### src/rtl/lcd_pkg.sv
// Shared types and constants for the LCD frame scheduler and its clear engine.
package lcd_pkg;
  localparam int LCD_ADDR_W = 10;
  localparam int LCD_DATA_W = 8;

  typedef logic [LCD_ADDR_W-1:0] lcd_addr_t;
  typedef logic [LCD_DATA_W-1:0] lcd_data_t;

  localparam lcd_addr_t LAST_ADDR = 10'h3FF;

  typedef enum logic [2:0] {
    IDLE     = 3'd0,
    SWAP     = 3'd1,
    START_HI = 3'd2,
    START_LO = 3'd3,
    SCAN     = 3'd4
  } state_e;
endpackage

### src/rtl/lcd_frame_sched_if.sv
// Renderer-side bus: back-bank writes, bank swap handshake and clear request.
interface lcd_frame_sched_if;
  import lcd_pkg::*;

  logic      wr_req_i;
  lcd_addr_t wr_addr_i;
  lcd_data_t wr_data_i;
  logic      wr_gnt_o;
  logic      swap_req_i;
  logic      swap_ack_o;
  logic      clr_req_i;
  logic      clr_busy_o;

  modport master (
    output wr_req_i, wr_addr_i, wr_data_i, swap_req_i, clr_req_i,
    input  wr_gnt_o, swap_ack_o, clr_busy_o
  );

  modport slave (
    input  wr_req_i, wr_addr_i, wr_data_i, swap_req_i, clr_req_i,
    output wr_gnt_o, swap_ack_o, clr_busy_o
  );
endinterface

### src/rtl/lcd_bank_clear.sv
// Zero-fill engine: walks every bank address once, one per cycle, after a start pulse.
module lcd_bank_clear
  import lcd_pkg::*;
(
  input  logic      clk,
  input  logic      rstn,
  input  logic      start_i,
  output logic      busy_o,
  output lcd_addr_t addr_o
);

  logic      busy_q, busy_d;
  lcd_addr_t cnt_q, cnt_d;

  // A start while busy is dropped; the counter wraps back to 0 on its last step.
  always_comb begin
    busy_d = busy_q;
    cnt_d  = cnt_q;
    if (busy_q) begin
      cnt_d = cnt_q + lcd_addr_t'(1);
      if (cnt_q == LAST_ADDR) busy_d = 1'b0;
    end else if (start_i) begin
      busy_d = 1'b1;
      cnt_d  = '0;
    end
  end

  always_ff @(posedge clk or negedge rstn) begin
    if (!rstn) begin
      busy_q <= 1'b0;
      cnt_q  <= '0;
    end else begin
      busy_q <= busy_d;
      cnt_q  <= cnt_d;
    end
  end

  assign busy_o = busy_q;
  assign addr_o = cnt_q;

endmodule

### src/rtl/lcd_frame_sched.sv
// Double-buffered LCD frame scheduler: refresh ticks, bank swap, driver start and frame supervision.
module lcd_frame_sched
  import lcd_pkg::*;
#(
  parameter logic [31:0] REFRESH_CYC   = 32'd1_000_000,
  parameter logic [31:0] FRAME_TIMEOUT = 32'd4096
) (
  input  logic      clk,
  input  logic      rstn,
  output logic      drv_start_o,
  input  lcd_addr_t drv_addr_i,
  input  logic      drv_dori_i,
  output lcd_data_t drv_data_o,
  output lcd_addr_t bank0_addr_o,
  output lcd_addr_t bank1_addr_o,
  output logic      bank0_we_o,
  output logic      bank1_we_o,
  output lcd_data_t bank0_wdata_o,
  output lcd_data_t bank1_wdata_o,
  input  lcd_data_t bank0_rdata_i,
  input  lcd_data_t bank1_rdata_i,
  output logic      front_o,
  output logic      frame_done_o,
  output logic      timeout_o,
  lcd_frame_sched_if.slave rnd
);

  state_e      state_q, state_d;
  logic [31:0] ref_cnt_q, ref_cnt_d;
  logic [31:0] tmo_cnt_q, tmo_cnt_d;
  logic        tick_pend_q, tick_pend_d;
  logic        front_q, front_d;
  logic        last_q, last_d;
  logic        done_q, done_d;
  logic        tmo_q, tmo_d;
  logic        clr_busy, wr_gnt, frame_end;
  lcd_addr_t   clr_addr, back_addr;
  logic        back_we;
  lcd_data_t   back_wdata;

  lcd_bank_clear u_clear (
    .clk     (clk),
    .rstn    (rstn),
    .start_i (rnd.clr_req_i),
    .busy_o  (clr_busy),
    .addr_o  (clr_addr)
  );

  // End of frame: address returns to 0 right after the last data-phase column.
  assign frame_end = last_q && (drv_addr_i == '0);

  always_comb begin
    state_d     = state_q;
    tick_pend_d = tick_pend_q;
    front_d     = front_q;
    tmo_cnt_d   = tmo_cnt_q;
    done_d      = 1'b0;
    tmo_d       = 1'b0;
    last_d      = (state_q == SCAN) && (drv_addr_i == LAST_ADDR) && drv_dori_i;
    ref_cnt_d   = ref_cnt_q + 32'd1;

    if (state_q == IDLE && tick_pend_q) tick_pend_d = 1'b0;
    // A fresh tick wins over the clear-on-leave so it is never lost.
    if (ref_cnt_q == REFRESH_CYC - 32'd1) begin
      ref_cnt_d   = '0;
      tick_pend_d = 1'b1;
    end

    case (state_q)
      IDLE: begin
        if (tick_pend_q) state_d = (rnd.swap_req_i && !clr_busy) ? SWAP : START_HI;
      end
      SWAP: begin
        front_d = ~front_q;
        state_d = START_HI;
      end
      START_HI: state_d = START_LO;
      START_LO: begin
        tmo_cnt_d = FRAME_TIMEOUT - 32'd1;
        state_d   = SCAN;
      end
      SCAN: begin
        if (frame_end) begin
          done_d  = 1'b1;
          state_d = IDLE;
        end else if (tmo_cnt_q == '0) begin
          tmo_d   = 1'b1;
          state_d = IDLE;
        end else begin
          tmo_cnt_d = tmo_cnt_q - 32'd1;
        end
      end
      default: state_d = IDLE;
    endcase
  end

  always_ff @(posedge clk or negedge rstn) begin
    if (!rstn) begin
      state_q     <= IDLE;
      ref_cnt_q   <= '0;
      tmo_cnt_q   <= '0;
      tick_pend_q <= 1'b0;
      front_q     <= 1'b0;
      last_q      <= 1'b0;
      done_q      <= 1'b0;
      tmo_q       <= 1'b0;
    end else begin
      state_q     <= state_d;
      ref_cnt_q   <= ref_cnt_d;
      tmo_cnt_q   <= tmo_cnt_d;
      tick_pend_q <= tick_pend_d;
      front_q     <= front_d;
      last_q      <= last_d;
      done_q      <= done_d;
      tmo_q       <= tmo_d;
    end
  end

  // rstn gates the grant so no write slips through while reset is held.
  assign wr_gnt         = rstn && rnd.wr_req_i && !clr_busy && (state_q != SWAP);
  assign rnd.wr_gnt_o   = wr_gnt;
  assign rnd.swap_ack_o = (state_q == SWAP);
  assign rnd.clr_busy_o = clr_busy;
  assign drv_start_o    = (state_q == START_HI);
  assign frame_done_o   = done_q;
  assign timeout_o      = tmo_q;
  assign front_o        = front_q;

  assign back_addr  = clr_busy ? clr_addr : rnd.wr_addr_i;
  assign back_we    = clr_busy || wr_gnt;
  assign back_wdata = clr_busy ? '0 : rnd.wr_data_i;

  lcd_addr_t bank_addr  [2];
  logic      bank_we    [2];
  lcd_data_t bank_wdata [2];

  for (genvar gi = 0; gi < 2; gi++) begin : g_bank
    localparam logic IDX = 1'(gi);
    assign bank_addr[gi]  = (front_q == IDX) ? drv_addr_i : back_addr;
    assign bank_we[gi]    = (front_q == IDX) ? 1'b0 : back_we;
    assign bank_wdata[gi] = (front_q == IDX) ? '0 : back_wdata;
  end

  assign bank0_addr_o  = bank_addr[0];
  assign bank1_addr_o  = bank_addr[1];
  assign bank0_we_o    = bank_we[0];
  assign bank1_we_o    = bank_we[1];
  assign bank0_wdata_o = bank_wdata[0];
  assign bank1_wdata_o = bank_wdata[1];
  assign drv_data_o    = front_q ? bank1_rdata_i : bank0_rdata_i;

endmodule

### src/flat_wrapper.sv
// flat-port wrapper written by rule: the top's interface ports become plain ports
module lcd_frame_sched_flat import lcd_pkg::*;
#(
  parameter logic [31:0] REFRESH_CYC   = 32'd1_000_000,
  parameter logic [31:0] FRAME_TIMEOUT = 32'd4096
)
  (clk, rstn, drv_start_o, drv_addr_i, drv_dori_i, drv_data_o, bank0_addr_o, bank1_addr_o, bank0_we_o, bank1_we_o, bank0_wdata_o, bank1_wdata_o, bank0_rdata_i, bank1_rdata_i, front_o, frame_done_o, timeout_o, rnd_wr_req_i, rnd_wr_addr_i, rnd_wr_data_i, rnd_swap_req_i, rnd_clr_req_i, rnd_wr_gnt_o, rnd_swap_ack_o, rnd_clr_busy_o);
  lcd_frame_sched_if rnd_i ();
  input  logic clk;
  input  logic rstn;
  output logic drv_start_o;
  input  lcd_addr_t drv_addr_i;
  input  logic drv_dori_i;
  output lcd_data_t drv_data_o;
  output lcd_addr_t bank0_addr_o;
  output lcd_addr_t bank1_addr_o;
  output logic bank0_we_o;
  output logic bank1_we_o;
  output lcd_data_t bank0_wdata_o;
  output lcd_data_t bank1_wdata_o;
  input  lcd_data_t bank0_rdata_i;
  input  lcd_data_t bank1_rdata_i;
  output logic front_o;
  output logic frame_done_o;
  output logic timeout_o;
  input wire logic [$bits(rnd_i.wr_req_i)-1:0] rnd_wr_req_i;
  input wire logic [$bits(rnd_i.wr_addr_i)-1:0] rnd_wr_addr_i;
  input wire logic [$bits(rnd_i.wr_data_i)-1:0] rnd_wr_data_i;
  input wire logic [$bits(rnd_i.swap_req_i)-1:0] rnd_swap_req_i;
  input wire logic [$bits(rnd_i.clr_req_i)-1:0] rnd_clr_req_i;
  output wire logic [$bits(rnd_i.wr_gnt_o)-1:0] rnd_wr_gnt_o;
  output wire logic [$bits(rnd_i.swap_ack_o)-1:0] rnd_swap_ack_o;
  output wire logic [$bits(rnd_i.clr_busy_o)-1:0] rnd_clr_busy_o;
  assign rnd_i.wr_req_i = rnd_wr_req_i;
  assign rnd_i.wr_addr_i = rnd_wr_addr_i;
  assign rnd_i.wr_data_i = rnd_wr_data_i;
  assign rnd_i.swap_req_i = rnd_swap_req_i;
  assign rnd_i.clr_req_i = rnd_clr_req_i;
  assign rnd_wr_gnt_o = rnd_i.wr_gnt_o;
  assign rnd_swap_ack_o = rnd_i.swap_ack_o;
  assign rnd_clr_busy_o = rnd_i.clr_busy_o;
  lcd_frame_sched #(.REFRESH_CYC(REFRESH_CYC), .FRAME_TIMEOUT(FRAME_TIMEOUT)) u_core (.clk(clk), .rstn(rstn), .drv_start_o(drv_start_o), .drv_addr_i(drv_addr_i), .drv_dori_i(drv_dori_i), .drv_data_o(drv_data_o), .bank0_addr_o(bank0_addr_o), .bank1_addr_o(bank1_addr_o), .bank0_we_o(bank0_we_o), .bank1_we_o(bank1_we_o), .bank0_wdata_o(bank0_wdata_o), .bank1_wdata_o(bank1_wdata_o), .bank0_rdata_i(bank0_rdata_i), .bank1_rdata_i(bank1_rdata_i), .front_o(front_o), .frame_done_o(frame_done_o), .timeout_o(timeout_o), .rnd(rnd_i));
endmodule
### config.mk
export PLATFORM = sky130hd
export DESIGN_NAME = lcd_frame_sched_flat
export DESIGN_NICKNAME = d
export VERILOG_FILES = /design/src/rtl/lcd_pkg.sv /design/src/rtl/lcd_frame_sched_if.sv /design/src/rtl/lcd_bank_clear.sv /design/src/rtl/lcd_frame_sched.sv /design/src/flat_wrapper.sv
export SDC_FILE = /design/constraint.sdc
export NUM_CORES = 1
export LEC_CHECK = 0
export ABC_AREA = 1
export ABC_CLOCK_PERIOD_IN_PS = 1900
export CAP_MARGIN = 20
export CORE_MARGIN = 3
export CORE_UTILIZATION = 55
export DETAILED_ROUTE_END_ITERATION = 10
export DONT_BUFFER_PORTS = 1
export PLACE_DENSITY = 0.73
export SLEW_MARGIN = 40
export SYNTH_ARGS = -nofsm -noshare
export SYNTH_HDL_FRONTEND = slang
export SYNTH_SLANG_ARGS = --single-unit
### constraint.sdc
create_clock -name clk -period 1.9 [get_ports clk]
set_input_delay 0.38 -clock clk [delete_from_list [all_inputs] [get_ports clk]]
set_output_delay 0.38 -clock clk [all_outputs]
set_load 0.01 [all_outputs]
==> metrics.txt, run 1 <==
status=finished with violations; violations in the final reports=negative hold slack; Tcrit/Tclk final=between 90 and 100%; Sequential Area=2080 µm²; # fillers=around 840; worst-margin pin slew=0.432 ns; Synth area leader=dfrtp_1; Clk pwr share=roughly 36%; Design Area, Final=6410 µm²; Core ar.=9500 µm²; initial antenna violation count=0; largest net degree at the start of global routing=between 80 and 90; Max Slew Vio Count=0; CP endpoint kind=output pin; GRT overflow=0; Sink Count=83; Synth Flop Type=dfrtp_1; Post-synth ARST share=100%; vias in the first global route=a little over 5000; Initial DRC Count=roughly 430; final hold viol count=between 80 and 90; CTS tree=yes; sequential-to-total area share from yosys stat=between 30% and 40%; Post-Layout Cell Count=1008; via/cell ratio=roughly 5.4; Clock Tree Root=clkbuf_8; post-synthesis register bit count=83; dpl cell area=about 6000 µm²; met1 WL=6.30 mm; first-pass GRT wire length=~24 mm; CTS clk-pin slew, worst paths=around 0.1 ns; CP Max Fanout=5; Clock Tree Buf Depth=2; Post-Syn Area=between 5000 and 6000 µm²; Comb pwr share=between 10% and 20%; Starting Density=between 50% and 60%; Die Height=about 110 µm; Cells after DPL=roughly 1000; Syn Inst Count=a little over 800; DRC=0; Max Freq=about 0.53 GHz; Final Setup Violations=0; syn_nets=873; worst vdd ir=0.000542 V; area occupied by multi-input gates=3010 µm²; WP data arrival=~1.5 ns; Leak Pwr=3.35 nW; Total GRT Usage=roughly a quarter; DR top layer=met4; # port buffers=0; Worst Skew=0.00913 ns; worst hold slack=-0.290 ns; clock latency on the worst-skew pair=roughly 0.36 ns; worst min-delay path category=in -> async; IO Count=approximately 100; die area=11300 µm²; met3 routed WL=about 870 µm; RSZ-0062 raised after global routing=yes; top cells by count, synth=nand2_1, nor2_1, inv_1, dfrtp_1, o21ai_0; total power=just over 4 mW; max-cap viol count=0; Critical Path Start Type=flip-flop; Synth cell types=33; critical path class=reg -> out; via count of the routed design=5480; worst path required time=between 1.5 and 2 ns; Mapped Avg Cell Area=between 6 and 7 µm²; TritonRoute pass-1 iters=6; Syn-to-layout area delta=16.3%; Slew HR=70.9%; Int Power=about 2.9 mW; hpwl dp=10.7 mm; total CTS buffers=9; row count=35; synth top area cells=dfrtp_1, nand2_1, nor2_1; Post-synth EDFFs=0; WL met2=~7.0 mm; Final TNS setup=0 ns; top-area cell type share of the netlist area=a little under two fifths; Post-Route WL=14.6 mm; pwr/cell area=~640 nW/µm²; sequential fraction of design power=around 47%; switch share=approximately 29%; gpl congestion=0.936; Antenna Cells=0; ANT nets after route=0; Die W=between 100 and 150 µm; routed wire length per instance=14.4 µm; Psw=1.20 mW; Ys Warns=0; layout cells sized above 1=approximately 15%; most frequent cell after synthesis=nand2_1; Max H-tree Level=3; layout net count=approximately 930; clock period minus worst slack=around 1.9 ns
==> critical path, cell delays in order, from the launching register on <==
cell,delay [ns]
dfrtp_2,0.43
buf_6,0.14
clkinvlp_4,0.11
nand4_1,0.09
inv_1,0.06
nor2_2,0.10
nor2_1,0.05
buf_4,0.15
==> cell usage in the layout (no fill, tap or decap), drive strengths merged, types with 2 or more instances in the layout <==
cell / instances
o21bai: 7
nor3: 36
nor2: 152
inv: 100
nor3b: 3
ha: 3
o22ai: 3
nand4: 25
a31oi: 2
xnor2: 8
clkinvlp: 3
bufinv: 2
buf: 63
nand2: 240
a21oi: 4
xor2: 31
clkbuf: 11
o21ai: 61
nand3: 36
dfrtp: 83
==> flip-flops by register name, indices dropped and copies added, names as in the netlist <==
name / cells
u_core.ref_cnt_q: 32
u_core.tmo_cnt_q: 32
u_core.u_clear.addr_o: 10
u_core.state_q: 3
u_core.frame_done_o: 1
u_core.front_o: 1
u_core.last_q: 1
u_core.tick_pend_q: 1
u_core.timeout_o: 1
u_core.u_clear.busy_o: 1
==> repair_timing <==
| item | 4_1_cts | 5_1_grt |
|---|---|---|
| gates resized for setup | 8 | 39 |
| setup endpoints to repair | 20 | 36 |
| hold endpoints to repair | 83 | 83 |
| gates cloned | 0 | 2 |
| buffers inserted | 1 | 2 |
| pin swaps | 0 | 1 |
==> worst paths after layout <==
path | startpoint | endpoint | slack [ns] | cells past startpoint
setup / recovery | u_core.u_clear.busy_o | bank0_we_o | 0.02 | 7
hold / removal | rstn | u_core.tmo_cnt_q[9] | -0.29 | 0
setup reg to reg | u_core.state_q[0] | u_core.tmo_cnt_q[10] | 0.13 | 7
hold reg to reg | u_core.ref_cnt_q[0] | u_core.ref_cnt_q[0] | 0.52 | 1
max in group asynchronous | rstn | u_core.ref_cnt_q[18] | 2.07 | 0
min in group clk | drv_addr_i[8] | u_core.last_q | 0.15 | 2
==> cell families after synthesis <==
| logic type | synth area share [%] |
|---|---|
| adder cells (fa/ha/maj) | 0.681 |
| AND/OR/NAND/NOR | 37.9 |
| XOR/XNOR | 6.20 |
| flip-flops | 37.7 |
| AO/OA/AOI/OAI | 8.38 |
| buffers and inverters | 9.10 |
==> metrics by stage <==
stage	hold slack, ns	setup WS, ns	util, %
floorplan	0.0844	0.114	-
global placement	0.0862	0.182	63.3
detailed placement	0.0863	0.145	63.3
CTS	-0.312	-0.0303	66.0
global route	-0.316	-0.0540	67.5
finish	-0.290	0.0234	67.5
==> power groups by stage <==
| stage | Combinational (mW) | Sequential, mW | Clock [mW] |
|---|---|---|---|
| after detailed placement | 0.631 | 1.96 | 0 |
| after global placement | 0.614 | 1.96 | 0 |
| after CTS | 0.639 | 1.93 | 1.53 |
| after floorplan | 0.382 | 1.95 | 0 |
| after global routing | 0.750 | 1.95 | 1.59 |
| final | 0.685 | 1.94 | 1.49 |
==> area by class of cell <==
class / count / share of cell area, %
Clock inverter: 6 / 1.48
Timing Repair Buffer: 64 / 8.49
Clock buffer: 10 / 2.15
Sequential cell: 83 / 32.4
Tap cell: 129 / 2.52
Multi-Input combinational cell: 616 / 47.0
Inverter: 100 / 5.91
==> per-layer routing <==
| layer | track usage (%) | up-vias |
|---|---|---|
| li1 | - | 2701 |
| met1 | 34.4 | 2527 |
| met2 | 42.9 | 220 |
| met3 | 4.49 | 32 |
| met4 | 8.60 | 0 |
| met5 | 0 | - |
No activity file was read; power rests on OpenSTA's default activity.
==> run 2: changes to the inputs <==
--- a/config.mk
+++ b/config.mk
@@ -6,13 +6,12 @@
 export NUM_CORES = 1
 export LEC_CHECK = 0
 export ABC_AREA = 1
-export ABC_CLOCK_PERIOD_IN_PS = 1900
+export ABC_CLOCK_PERIOD_IN_PS = 2300
 export CAP_MARGIN = 20
 export CORE_MARGIN = 3
-export CORE_UTILIZATION = 55
+export CORE_UTILIZATION = 49
 export DETAILED_ROUTE_END_ITERATION = 10
 export DONT_BUFFER_PORTS = 1
-export PLACE_DENSITY = 0.73
 export SLEW_MARGIN = 40
 export SYNTH_ARGS = -nofsm -noshare
 export SYNTH_HDL_FRONTEND = slang
==> constraint.sdc (replaced) <==
create_clock -name clk -period 2.3 [get_ports clk]
set_input_delay 0.46 -clock clk [delete_from_list [all_inputs] [get_ports clk]]
set_output_delay 0.46 -clock clk [all_outputs]
set_load 0.01 [all_outputs]
==> metrics.txt, run 2 (synthesis gave the netlist of run 1 again) <==
status=finished with violations; violations in the final reports=negative hold slack; sequential fraction of design power=43.6%; Max Freq=0.480 GHz; CP bufs+invs=2; delay of the slowest critical-path stage=between 0.4 and 0.5 ns; CP Max Fanout=23; gpl congestion=between 0.9 and 1; largest net degree at the start of global routing=between 80 and 90; first-pass GRT wire length=roughly 24 mm; Int Power=2.74 mW; DRC=0; Post-Route WL=roughly 14 mm; Clock Tree Buf Depth=2; Leak Pwr=3.26 nW; total power=about 3.7 mW; reg2reg path depth=9; Clk pwr share=42.8%; Max H-tree Level=3; vias in the first global route=around 5100; Slew HR=around three fifths; worst vdd ir=a little over 0.0005 V; cell family with most CP delay=flip-flops; via/cell ratio=about 5.3; Starting Density=between 50% and 60%; via count of the routed design=about 5200; Die W=112 µm; register-to-register path setup slack=~0.39 ns; cells along the critical path=buf_4, nand2_1, nand2_1, nand2_1, o21ai_0, buf_4; worst hold slack=-0.192 ns; WP data arrival=~1.6 ns; most frequent cells in the layout=nand2_1, nor2_1, inv_1, dfrtp_1, o21ai_0; # port buffers=0; Critical Path Start Type=flip-flop; r2r endpoint=u_core.tmo_cnt_q[31]; die area=approximately 13000 µm²; total CTS buffers=9; final core utilization=56.6%; Max Slew Vio Count=0; CTS clk-pin slew, worst paths=~0.06 ns; DR top layer=met4; critical path class=reg -> out; CTS tree=yes; post-CTS setup buffer count=0; worst path required time=about 1.8 ns; Clock Tree Root=clkbuf_16; max-cap viol count=0; CP dominant cell by count=nand2_1; Worst R2R Start=u_core.tmo_cnt_q[14]; GRT overflow=0; Psw=roughly 920 µW; hpwl dp=roughly 11 mm; Antenna Cells=0; RSZ-0062 raised after global routing=no; initial antenna violation count=0; commonest non-fill, non-tap cell in the layout=nand2_1; Total GRT Usage=a little under a quarter; ANT nets after route=0; Worst Skew=0.00820 ns; Comb pwr share=a little over an eighth; CP endpoint kind=output pin; Initial DRC Count=~340; Sink Count=between 80 and 90; met3 routed WL=547 µm; worst slack, placed=slightly below 0.4 ns; routed wire length per instance=roughly 14 µm; WL met2=7.07 mm; row count=38; Die Height=between 100 and 150 µm; switch share=roughly 25%; layout net count=around 900; IO Count=around 100; layout cells sized above 1=approximately a tenth; TritonRoute pass-1 iters=5; Final Setup Violations=0; clock period minus worst slack=between 2 and 2.5 ns; CP max stage cell=dfrtp_2; pwr/cell area=593 nW/µm²; Setup WS post-layout=0.218 ns; Core ar.=10900 µm²; worst-margin pin slew=approximately 0.62 ns; final hold viol count=between 80 and 90; Tcrit/Tclk final=90.5%; met1 WL=approximately 6 mm; Syn-to-layout area delta=12.3%; Final TNS setup=0 ns; clock latency on the worst-skew pair=approximately 0.34 ns; Crit. path cell count=6; worst min-delay path category=in -> async
## run 2: worst max path at each step
stage,from,to
detailed placement,u_core.tmo_cnt_q[14],u_core.tmo_cnt_q[31]
global route,u_core.u_clear.busy_o,bank1_addr_o[2]
floorplan,u_core.state_q[2],bank0_we_o
global placement,u_core.tmo_cnt_q[14],u_core.tmo_cnt_q[31]
finish,u_core.u_clear.busy_o,bank1_addr_o[2]
CTS,u_core.u_clear.busy_o,bank1_addr_o[2]
## run 2: power by group through the flow
stage	combinational, mW	sequential, mW	clock (mW)
2_1_floorplan	0.316	1.61	0
3_3_place_gp	0.493	1.62	0
3_5_place_dp	0.502	1.62	0
4_1_cts	0.502	1.60	1.60
5_1_grt	0.577	1.61	1.66
6_report	0.496	1.60	1.57
## run 2: what timing repair did
item | CTS | global route
endpoints found under the hold margin | 83 | 83
resized for setup | 0 | 2
setup endpoints to repair | 0 | 4
## run 2: routing by layer
metal / GRT usage (%) / vias up
li1: - / 2659
met1: 28.5 / 2444
met2: 40.9 / 106
met3: 3.83 / 30
met4: 8.89 / 0
met5: 0 / -
## run 2: area by class of cell
type                            count  area [µm²]
Inverter                          100         375
Fill cell                        1048        4750
Timing Repair Buffer               41         308
Sequential cell                    83        2080
Clock inverter                      2        60.1
Multi-Input combinational cell    616        2940
Tap cell                          140         175
Clock buffer                       12         256
## run 2: worst register-to-register path, cell delays in order (launching register included)
cell     delay [ns]
dfrtp_1        0.43
nor2_1         0.19
nand2_1        0.13
nor2_2         0.21
nand2_2        0.09
nor2_4         0.12
nor2_2         0.06
nor2_4         0.08
buf_4          0.32
o21ai_0        0.16
## run 2: metrics by stage
step                area, µm²  hold slack, ns  cells
floorplan                5510           0.164    820
global placement         5870           0.167    980
detailed placement       5870           0.166    980
CTS                      6180          -0.200    994
global route             6190          -0.206    994
finish                   6190          -0.192    994
==> run 3: changes to the inputs <==
--- a/config.mk
+++ b/config.mk
@@ -12,6 +12,7 @@
 export CORE_UTILIZATION = 49
 export DETAILED_ROUTE_END_ITERATION = 10
 export DONT_BUFFER_PORTS = 1
+export GPL_TIMING_DRIVEN = 0
 export SLEW_MARGIN = 40
 export SYNTH_ARGS = -nofsm -noshare
 export SYNTH_HDL_FRONTEND = slang
==> metrics.txt, run 3 (synthesis gave the netlist of run 1 again) <==
status=finished with violations; violations in the final reports=negative hold slack; DRC=0; worst vdd ir=about 0.00038 V; Post-Layout Cell Count=about 1000; final hold viol count=between 80 and 90; Critical Path Start Type=flip-flop; Total GRT Usage=between 20% and 30%; clock period minus worst slack=between 2 and 2.5 ns; CP Max Fanout=10; Antenna Cells=0; TritonRoute pass-1 iters=5; DR top layer=met4; Initial DRC Count=306; vias in the first global route=5102; total CTS buffers=9; Post-Route WL=around 15 mm; gpl congestion=approximately 0.89; ANT nets after route=0; max-cap viol count=0; layout cells sized above 1=under 10%; IO Count=slightly above 100; Max Slew Vio Count=0; initial antenna violation count=0; Die Height=around 110 µm; CP endpoint kind=output pin; Sink Count=83; met3 routed WL=~600 µm; pwr/cell area=approximately 580 nW/µm²; via count of the routed design=roughly 5200; die area=12600 µm²; hpwl dp=roughly 11 mm; RSZ-0062 raised after global routing=no; commonest non-fill, non-tap cell in the layout=nand2_1; worst path required time=1.84 ns; Worst Skew=0.0123 ns; Max Freq=around 0.45 GHz; Final Setup Violations=0; clock latency on the worst-skew pair=0.35 ns; CTS clk-pin slew, worst paths=0.07 ns; Tcrit/Tclk final=95.6%; largest net degree at the start of global routing=85; Max H-tree Level=3; critical path class=reg -> out; first-pass GRT wire length=roughly 25 mm; WP data arrival=between 1.5 and 2 ns; Starting Density=about half; WL met2=roughly 7.4 mm; # port buffers=0; routed wire length per instance=15.1 µm; Slew HR=between 50% and 60%; Clock Tree Root=clkbuf_16; row count=38; via/cell ratio=5.33; Die W=~110 µm; layout net count=roughly 880; GRT overflow=0; post-CTS setup buffer count=0; total power=roughly 3.5 mW; Leak Pwr=3.13 nW; Syn-to-layout area delta=9.42%; worst hold slack=-0.199 ns; worst-margin pin slew=0.699 ns; most frequent cells in the layout=nand2_1, nor2_1, inv_1, dfrtp_1, o21ai_0; Cells after DPL=960; CTS tree=yes; Clock Tree Buf Depth=2; Core ar.=10900 µm²; met1 WL=6.52 mm; worst min-delay path category=in -> async
## run 3: what timing repair did
| item | 4_1_cts | 5_1_grt |
|---|---|---|
| endpoints found under the hold margin | 83 | 83 |
| gates resized for setup | 19 | 17 |
| setup endpoints to repair | 21 | 40 |
## run 3: critical path: stages, from the launching register on
cell and delay (ns):
dfrtp_1 0.48, clkbuf_2 0.30, buf_1 0.37, nand2_1 0.10, nand2_1 0.14
## run 3: worst paths after layout
path                                      from                    to  slack [ns]  cells after the start
setup / recovery                u_core.front_o         drv_data_o[2]        0.10                      4
hold / removal                            rstn  u_core.tmo_cnt_q[22]       -0.20                      0
setup reg to reg           u_core.ref_cnt_q[0]   u_core.ref_cnt_q[3]        0.25                      6
hold reg to reg            u_core.ref_cnt_q[0]   u_core.ref_cnt_q[0]        0.49                      1
max in group asynchronous                 rstn  u_core.ref_cnt_q[15]        2.34                      0
min in group clk                 drv_addr_i[4]         u_core.last_q        0.26                      2
## run 3: through the flow
step	utilization [%]	TNS, ns	instance area (µm²)	worst slack [ns]
2_1_floorplan	-	0	5510	0.506
3_3_place_gp	52.0	0	5690	0.158
3_5_place_dp	52.0	0	5690	0.156
4_1_cts	54.7	-0.000754	5990	-0.000754
5_1_grt	55.1	0	6030	0.0167
6_report	55.1	0	6030	0.102
## run 3: layout make-up
cell class,count,area [µm²]
Clock buffer,10,239
Multi-Input combinational cell,616,2970
Sequential cell,83,2080
Clock inverter,5,53.8
Buffer,21,135
Tap cell,140,175
Fill cell,1070,4910
Inverter,100,379
## run 3: report_power, final
part | total [mW] | leakage, nW | internal (mW) | switching (mW)
logic | 0.411 | 1.86 | 0.127 | 0.284
registers | 1.60 | 1.12 | 1.53 | 0.0663
clock network | 1.46 | 0.148 | 0.861 | 0.599
## run 3: metal layers
layer	GRT usage (%)	vias up
met4	8.89	0
met3	4.04	19
met2	41.7	126
met1	30.9	2429
li1	-	2620
met5	0	-
